<file path="config.mk">
export PLATFORM = sky130hd
export DESIGN_NAME = lock_code_writer
export DESIGN_NICKNAME = d
export VERILOG_FILES = /design/src/rtl/lock_pkg.sv /design/src/rtl/lock_entry_timer.sv /design/src/rtl/lock_code_writer.sv
export SDC_FILE = /design/constraint.sdc
export NUM_CORES = 1
export LEC_CHECK = 0
export CAP_MARGIN = 10
export CORE_ASPECT_RATIO = 1.25
export CORE_MARGIN = 5
export CORE_UTILIZATION = 35
export DETAILED_ROUTE_END_ITERATION = 16
export SYNTH_ARGS = -nofsm -noshare
export SYNTH_HDL_FRONTEND = slang
export SYNTH_SLANG_ARGS = --single-unit
</file>
<file path="constraint.sdc">
create_clock -name clk -period 2.8 [get_ports clk]
set_clock_uncertainty 0.2 [all_clocks]
set_input_delay 0.28 -clock clk [delete_from_list [all_inputs] [get_ports clk]]
set_output_delay 0.28 -clock clk [all_outputs]
set_load 0.1 [all_outputs]
</file>
<file path="src/rtl/lock_pkg.sv">
// Shared constants and state type for the keypad-side writer of the LOCK block.
package lock_pkg;

   localparam int         LOCK_W    = 32;
   localparam logic [3:0] KEY_CLEAR = 4'hA;
   localparam logic [3:0] KEY_ENTER = 4'hB;

   typedef enum logic [1:0] {
      IDLE   = 2'd0,
      ENTRY  = 2'd1,
      COMMIT = 2'd2
   } lock_wr_state_t;

   function automatic logic is_digit(input logic [3:0] k);
      return k <= 4'h9;
   endfunction

endpackage

</file>
<file path="src/rtl/lock_entry_timer.sv">
// Idle counter for the entry window: cleared on load, counts idle cycles,
// flags the cycle whose increment would reach TIMEOUT.
module lock_entry_timer #(
   parameter int TIMEOUT = 1000,
   parameter int TW      = $clog2(TIMEOUT + 1)
) (
   input  logic clk,
   input  logic rstN,
   input  logic i_clr,
   input  logic i_inc,
   output logic o_expired
);

   localparam logic [TW-1:0] LAST = TW'(TIMEOUT - 1);

   logic [TW-1:0] r_cnt;

   always_ff @(posedge clk or negedge rstN) begin
      if (!rstN)      r_cnt <= '0;
      else if (i_clr) r_cnt <= '0;
      else if (i_inc) r_cnt <= r_cnt + TW'(1);
   end

   // Expiry is seen on the edge that moves the count onto TIMEOUT.
   assign o_expired = i_inc && (r_cnt == LAST);

endmodule

</file>
<file path="src/rtl/lock_code_writer.sv">
// Collects keypad digits into a shadow code and commits full codes to LOCK
// via lockBuffer/readLock; partial codes are dropped on error, clear or timeout.
module lock_code_writer
   import lock_pkg::*;
#(
   parameter int DIGITS  = 8,
   parameter int DIGIT_W = 4,
   parameter int TIMEOUT = 1000
) (
   input  logic              clk,
   input  logic              rstN,
   input  logic              keyValid,
   input  logic [DIGIT_W-1:0] keyCode,
   output logic              keyReady,
   output logic              readLock,
   output logic [LOCK_W-1:0] lockBuffer,
   output logic              entryActive,
   output logic              entryError
);

   localparam int            CW   = $clog2(DIGITS + 1);
   localparam logic [CW-1:0] FULL = CW'(DIGITS);

   lock_wr_state_t    r_state;
   logic [LOCK_W-1:0] r_shadow;
   logic [CW-1:0]     r_count;
   logic              r_keyReady;
   logic              r_readLock;
   logic [LOCK_W-1:0] r_lockBuffer;
   logic              r_entryActive;
   logic              r_entryError;

   logic w_acc;
   logic w_digit;
   logic w_full;
   logic w_expired;
   logic w_timer_clr;
   logic w_timer_inc;

   assign w_acc       = keyValid && r_keyReady;
   assign w_digit     = is_digit(keyCode);
   assign w_full      = (r_count == FULL);
   assign w_timer_clr = w_acc || (r_state != ENTRY);
   assign w_timer_inc = (r_state == ENTRY) && !w_acc;

   lock_entry_timer #(.TIMEOUT(TIMEOUT)) u_timer (
      .clk       (clk),
      .rstN      (rstN),
      .i_clr     (w_timer_clr),
      .i_inc     (w_timer_inc),
      .o_expired (w_expired)
   );

   always_ff @(posedge clk or negedge rstN) begin
      if (!rstN) begin
         r_state       <= IDLE;
         r_shadow      <= '0;
         r_count       <= '0;
         r_keyReady    <= 1'b1;
         r_readLock    <= 1'b0;
         r_lockBuffer  <= '0;
         r_entryActive <= 1'b0;
         r_entryError  <= 1'b0;
      end else begin
         r_readLock   <= 1'b0;
         r_entryError <= 1'b0;
         case (r_state)
            IDLE: begin
               if (w_acc && w_digit) begin
                  r_shadow      <= {{(LOCK_W-DIGIT_W){1'b0}}, keyCode};
                  r_count       <= CW'(1);
                  r_state       <= ENTRY;
                  r_entryActive <= 1'b1;
               end else if (w_acc && keyCode == KEY_ENTER) begin
                  r_entryError <= 1'b1;
               end
            end
            ENTRY: begin
               if (w_acc) begin
                  if (w_digit) begin
                     if (w_full) begin
                        r_entryError <= 1'b1;
                     end else begin
                        r_shadow <= {r_shadow[LOCK_W-DIGIT_W-1:0], keyCode};
                        r_count  <= r_count + CW'(1);
                     end
                  end else if (keyCode == KEY_ENTER && w_full) begin
                     r_lockBuffer  <= r_shadow;
                     r_readLock    <= 1'b1;
                     r_keyReady    <= 1'b0;
                     r_entryActive <= 1'b0;
                     r_state       <= COMMIT;
                  end else if (keyCode == KEY_ENTER || keyCode == KEY_CLEAR) begin
                     r_entryError  <= (keyCode == KEY_ENTER);
                     r_shadow      <= '0;
                     r_count       <= '0;
                     r_entryActive <= 1'b0;
                     r_state       <= IDLE;
                  end
               end else if (w_expired) begin
                  r_entryError  <= 1'b1;
                  r_shadow      <= '0;
                  r_count       <= '0;
                  r_entryActive <= 1'b0;
                  r_state       <= IDLE;
               end
            end
            COMMIT: begin
               r_shadow   <= '0;
               r_count    <= '0;
               r_keyReady <= 1'b1;
               r_state    <= IDLE;
            end
            default: begin
               r_state       <= IDLE;
               r_keyReady    <= 1'b1;
               r_entryActive <= 1'b0;
            end
         endcase
      end
   end

   assign keyReady    = r_keyReady;
   assign readLock    = r_readLock;
   assign lockBuffer  = r_lockBuffer;
   assign entryActive = r_entryActive;
   assign entryError  = r_entryError;

endmodule
</file>
Word level (Yosys, flattened, before mapping):

Cells that the tools add are included.

* add/sub/neg operators: 2
* $lt $le $gt $ge: 1
* equal/unequal tests: 17
* mux-type cells: 49
* bitwise operators: 3
* reductions and logical operators: 17

Operators with widths (number)
* $mux 32: 7
* $pmux 32 s3: 1
* $mux 4: 7
* $mux 1: 21
* $mux 10: 2
* $eq 4x4->1 const B: 3
* $mux 2: 6
* $pmux 4 s3: 1
* $reduce_and 4->1: 3
* $add 10x1->10 const B: 1
* $eq 10x10->1 const B: 1
* $ne 4x4->1 const B: 2
* $logic_and 1x1->1: 6
* $ne 2x2->1 const B: 3
* $reduce_and 6->1: 1
* $reduce_and 5->1: 1
* $add 4x1->4 const B: 1
* $le 4x4->1 const B: 1
* $ne 2x1->1 const B: 2
* $ne 4x2->1 const B: 1
* $ne 4x3->1 const B: 1
* $pmux 1 s2: 2
* $pmux 2 s2: 1
* $ne 3x2->1 const B: 1
* 10 further kinds: 13

* register bits after elaboration: 84
* output and inout bits: 36
* logic and storage cells: 98

Logic depth before layout (Yosys ltp):

* word-level depth: 7
* depth in mapped cells: 9
* depth with buffers taken out: 7

Hierarchy:

A second synthesis with hierarchy kept.

* cell total of the unflattened synthesis: 329
* area total of the unflattened synthesis: 3871.2 µm²

By module, submodules not included
* lock_code_writer: instances 1, cells an instance 277, area an instance 3353.2 µm², sequential area each 1853.0 µm²
* lock_entry_timer: instances 1, cells an instance 52, area an instance 518.0 µm², sequential area each 250.2 µm²

Worst setup path before layout:

No wires, ideal clock.

* kind: register to register
* from: reg r_keyReady, in the netlist keyReady
* to: reg r_count[3]
* library setup time: 0.104 ns
* data arrival time: 2.170 ns
* required time: 2.496 ns
* slack: 0.326 ns
* stages on the path, launching flop included: 7
* buffers on the path: 1
* clock period less this slack: 2.474 ns
* cell sequence: dfstp_2 and2_1 nand2_1 a32o_2 or3_1 buf_6 o41ai_2

* longest elaborated chain between the ends: 6

Ends and longest elaborated chain
* start, declared: line lock_code_writer.sv:27 `logic r_keyReady;`
* start signal, assigned: line lock_code_writer.sv:59 `r_keyReady <= 1'b1;`
* start signal, assigned: line lock_code_writer.sv:90 `r_keyReady <= 1'b0;`
* start signal, assigned: line lock_code_writer.sv:111 `r_keyReady <= 1'b1;`
* $logic_and 1x1->1 *: line lock_code_writer.sv:40 `assign w_acc = keyValid && r_keyReady;`
* $logic_not 1->1: line lock_code_writer.sv:44 `assign w_timer_inc = (r_state == ENTRY) && !w_acc;`
* $logic_and 1x1->1: line lock_code_writer.sv:44
* $logic_and 1x1->1: line lock_entry_timer.sv:25 `assign o_expired = i_inc && (r_cnt == LAST);`
* $ne 3x2->1 (no source line)
* $reduce_and 6->1 (no source line)
* end signal, assigned: line lock_code_writer.sv:85 `r_count <= r_count + CW'(1);`
* end, declared: line lock_code_writer.sv:26 `logic [CW-1:0] r_count;`

Mark *: on every way between the ends. The rest lies on a longest branch, timed or not.
A chain may end at the register's enable or synchronous reset.

Worst setup path in the final report:

* from: reg u_timer.r_cnt[0]
* to: reg r_count[2]

* longest elaborated chain between the ends: 4

Ends and longest elaborated chain
* start, declared: line lock_entry_timer.sv:16 `logic [TW-1:0] r_cnt;`
* start signal, assigned: line lock_entry_timer.sv:21 `else if (i_inc) r_cnt <= r_cnt + TW'(1);`
* $eq 10x10->1: line lock_entry_timer.sv:25
* $logic_and 1x1->1: line lock_entry_timer.sv:25
* $ne 3x2->1 (no source line)
* $reduce_and 6->1 (no source line)

Every way passes these cells.

==> results.txt <==
Before CTS, the worst setup slack after placement is 0.157 ns. The cell depth of the worst min-delay path is 1, and the ratio of final minimum period to clock period is 0.942. The average wire per cell in the routed design works out to 14.0 um. The tools report the number of antenna violations at the first check in global routing as 0.

Clock tree synthesis selected as its root buffer the cell sky130_fd_sc_hd__clkbuf_16. The run gives 378 as the count of nets after finishing. The die covers 12700 um2. The synthesized net count was 328; the count of TritonRoute iterations in the first routing pass was 4. The tree built by TritonCTS fans out to 84 sinks.

For the total length of routed wires, the log shows 7.01 mm. The clock input transition at the sequential cells of the worst setup and hold paths came out at 0.06 ns. Worst setup path startpoint: u_timer.r_cnt[0]$_DFF_PN0_. The logs give 0.281 mV for the worst ir drop on vdd and 3 for the H-tree level count. For the post-synthesis instance area, the log shows 3700 um2.

The remaining max-slew budget at the tightest pin is 0.580. The net switching power was 928 uW. Most common cell after layout, fill and taps aside: sky130_fd_sc_hd__dfrtp_1. The placed standard-cell area was 4210 um2; the number of hold violations in the final report was 0. The floorplan has 42 rows. The tool flagged a number of max-cap violations equal to 0. Final hold analysis gives a worst-case slack of 0.276 ns. The highest clock rate was 0.379 GHz; the initial standard-cell utilization of the core was 0.354.

Setup repair after global routing left no endpoint under its margin. In the final timing run, aggregate negative setup slack is 0 ns. The later pin in the worst-skew pair is clocked with a latency of 0.33 ns. For the minimum setup slack in the final design, the log shows 0.162 ns. Worst reg-to-reg setup slack: 0.16 ns. In this run the deepest clock path goes through 2 buffers.

The core region area is 10500 um2, and the number of global-route vias before repair is 2519. In this run the remaining antenna-violating nets after routing total 0. The detailed-route vias per instance was 4.66. The post-synthesis average cell area came out at 11.8 um2. Class of the tightest hold or removal check: reg2reg.

The minimum clock period after layout was 2.64 ns. The synthesized netlist contains 34 unique library cells. Entering global routing, the biggest net connects 49 pins. The first global-routing pass estimated 11.9 mm of wire.

The largest total area in the synthesized netlist belongs to sky130_fd_sc_hd__dfrtp_1. After detailed routing, the number of remaining DRC violations is 0. Port buffering added 42 buffers.

The worst hold path begins at u_timer.r_cnt[0]$_DFF_PN0_. Clock tree synthesis inserted a total of 9 buffers. Of all nets on the critical path, the largest fanout is 10. TritonCTS built the clock tree. At the pin with the least slew margin, the transition time is 0.630 ns. The run gives 0 as the global route total overflow.

After synthesis, the cell types taking the most area are sky130_fd_sc_hd__dfrtp_1 (56%), sky130_fd_sc_hd__mux2_2 (11%), sky130_fd_sc_hd__mux2i_1 (9.2%). The startpoint of the lowest-slack register-to-register path was u_timer.r_cnt[0]$_DFF_PN0_. The die is 125 um tall.

The share of total power in the clock network was 0.384; the arrival time reported for the critical path endpoint was 2.68 ns. The flow ran to the end, and the final reports show no timing, DRC or antenna violations. The worst setup path is launched from a flip-flop. The logs give 43 for the top-level I/O count and 0 for the count of endpoints failing setup in the final report. The internal portion of the total power is 2340 uW. Category of the critical setup timing path: reg2reg. Top-area cell type share of the netlist area: 0.561. The post-layout instance area is 4530 um2, and the sequential cell fraction of total power is 0.411.

The worst min-delay path endpoint is u_timer.r_cnt[0]$_DFF_PN0_. In this run the critical register-to-register path is captured at r_count[2]$_DFFE_PN0P_. The number of setup buffers added after CTS is 0. The run gives 2.85 ns as the critical path required time. The switching power as a share of total power works out to 0.284. The number of antenna repair diodes is 0, and the portion of total power attributed to combinational logic is 0.205. The wire-length estimate of the detail-placed layout is 4.78 mm. The logs give 0.118 for the total routing resource utilization after global routing and 0.784 for the final weighted congestion in routability-driven placement. For the number of gates given a new drive strength after cts, the log shows 0. The share of post-route cells with drive strength above 1 is 0.277. The total leakage power came out at 0.00223 uW. The count of warnings emitted by yosys is 0. The number of vias after detailed routing came out at 2329. After the first detailed-routing iteration, the DRC count stood at 74.

The top cell types in the final layout, fill and taps aside, are sky130_fd_sc_hd__dfrtp_1 (83), sky130_fd_sc_hd__nand2_1 (43), sky130_fd_sc_hd__buf_4 (42). Counting every instance in the synthesized netlist gives 313. From synthesis to final layout, the design area changed by 22.4%. The number of flip-flops and latches in the synthesized netlist is 84, and the part of the Yosys area used for sequential elements is 0.568. For the worst flop-to-flop path, the logic depth is 7.

Dividing total power by cell area gives a power density of 721 nW/um2. The run gives 1011 as the number of fill cells. The tools report the final-report max-slew violation count as 0. The horizontal extent of the die works out to 102 um.

The sort of element at the end of the critical path was a flip-flop.
-- critical path, stage by stage (launching register included) --
cell                      delay [ns]
sky130_fd_sc_hd__dfrtp_1        0.38
sky130_fd_sc_hd__ha_1           0.21
sky130_fd_sc_hd__nand2_1        0.08
sky130_fd_sc_hd__or3_1          0.40
sky130_fd_sc_hd__a32o_2         0.32
sky130_fd_sc_hd__or3_2          0.57
sky130_fd_sc_hd__buf_4          0.24
sky130_fd_sc_hd__o21ai_0        0.17
-- power groups by stage --
stage	sequential [uW]	combinational [uW]	clock, uW
floorplan	1410	478	0
global placement	1360	664	0
detailed placement	1370	678	0
CTS	1340	682	1290
global route	1350	731	1330
finish	1340	669	1260
-- state kept, by name, summed over array words and instances, names as in the netlist --
| name | cells |
|---|---|
| lockBuffer | 32 |
| r_shadow | 32 |
| u_timer.r_cnt | 10 |
| r_count | 4 |
| r_state | 2 |
| entryActive | 1 |
| entryError | 1 |
| keyReady | 1 |
| readLock | 1 |
-- cells in the mapped netlist --
library cell	n
sky130_fd_sc_hd__a21o_1	1
sky130_fd_sc_hd__a21oi_1	3
sky130_fd_sc_hd__a32o_1	1
sky130_fd_sc_hd__a32o_2	1
sky130_fd_sc_hd__and2_1	1
sky130_fd_sc_hd__and3_1	3
sky130_fd_sc_hd__and3b_1	1
sky130_fd_sc_hd__buf_2	3
sky130_fd_sc_hd__buf_6	4
sky130_fd_sc_hd__clkbuf_1	4
sky130_fd_sc_hd__dfrtp_1	83
sky130_fd_sc_hd__dfstp_2	1
sky130_fd_sc_hd__ha_1	8
sky130_fd_sc_hd__inv_1	35
sky130_fd_sc_hd__mux2_2	37
sky130_fd_sc_hd__mux2i_1	34
sky130_fd_sc_hd__nand2_1	43
sky130_fd_sc_hd__nand2b_1	1
sky130_fd_sc_hd__nand3_1	7
sky130_fd_sc_hd__nand3b_1	1
sky130_fd_sc_hd__nand4_1	1
sky130_fd_sc_hd__nand4bb_1	1
sky130_fd_sc_hd__nor2_1	13
sky130_fd_sc_hd__nor3_1	2
sky130_fd_sc_hd__nor3b_1	1
sky130_fd_sc_hd__o21ai_0	8
sky130_fd_sc_hd__o22ai_1	1
sky130_fd_sc_hd__o31ai_1	1
sky130_fd_sc_hd__o41ai_1	1
sky130_fd_sc_hd__o41ai_2	1
sky130_fd_sc_hd__or2_2	1
sky130_fd_sc_hd__or3_1	4
sky130_fd_sc_hd__xnor2_1	3
sky130_fd_sc_hd__xor2_1	3
-- through the flow --
stage,util,std cells,total power (uW)
after floorplan,-,313,1880
after global placement,0.402,483,2030
after detailed placement,0.402,483,2040
after CTS,0.433,500,3310
after global routing,0.433,500,3410
final,0.433,500,3270
-- how the worst max path moves through the flow --
stage / endpoint / depth (start not counted) / slack (ns)
6_report: r_count[2]$_DFFE_PN0P_ / 7 / 0.16
5_1_grt: r_shadow[8]$_DFFE_PN0P_ / 7 / 0.05
3_3_place_gp: r_shadow[5]$_DFFE_PN0P_ / 7 / 0.23
3_5_place_dp: r_shadow[5]$_DFFE_PN0P_ / 7 / 0.16
4_1_cts: r_shadow[4]$_DFFE_PN0P_ / 7 / 0.14
2_1_floorplan: r_count[3]$_DFFE_PN0P_ / 6 / 0.33
-- timing repair --
item	in CTS	in global routing
endpoints found under the hold margin	46	0
endpoints found under the setup margin	0	0
hold buffers	1	0
-- layout make-up --
cell class | count | area, um2 | area share
clock inverters | 6 | 87.6 | 0.0193
clock buffers | 10 | 229 | 0.0505
flip-flops and latches | 84 | 2100 | 0.464
repair buffers | 50 | 415 | 0.0917
inverters | 35 | 131 | 0.0290
multi-input cells | 183 | 1400 | 0.309
well taps | 132 | 165 | 0.0364
-- logic make-up (layout without fill, tap and decap cells) --
kind of cell	Yosys count	count (layout)	share of synthesized area
flip-flops	84	84	0.568
AND/OR/NAND/NOR	80	80	0.0970
multiplexers	71	71	0.205
buffers and inverters	46	101	0.0558
AO/OA/AOI/OAI	18	18	0.0331
adder cells (fa/ha/maj)	8	8	0.0270
XOR/XNOR	6	6	0.0142
-- layer usage --
| layer | part of all wire | routed length [um] | GRT usage | vias up |
|---|---|---|---|---|
| met1 | 0.45 | 3120 | 0.145 | 1148 |
| li1 | - | - | - | 1136 |
| met4 | 0.026 | 184 | 0.0618 | 0 |
| met2 | 0.51 | 3560 | 0.197 | 33 |
| met3 | 0.020 | 143 | 0.0201 | 12 |
| met5 | 0 | 0 | 0 | - |
Note: power is estimated with default switching activity, not from simulation.
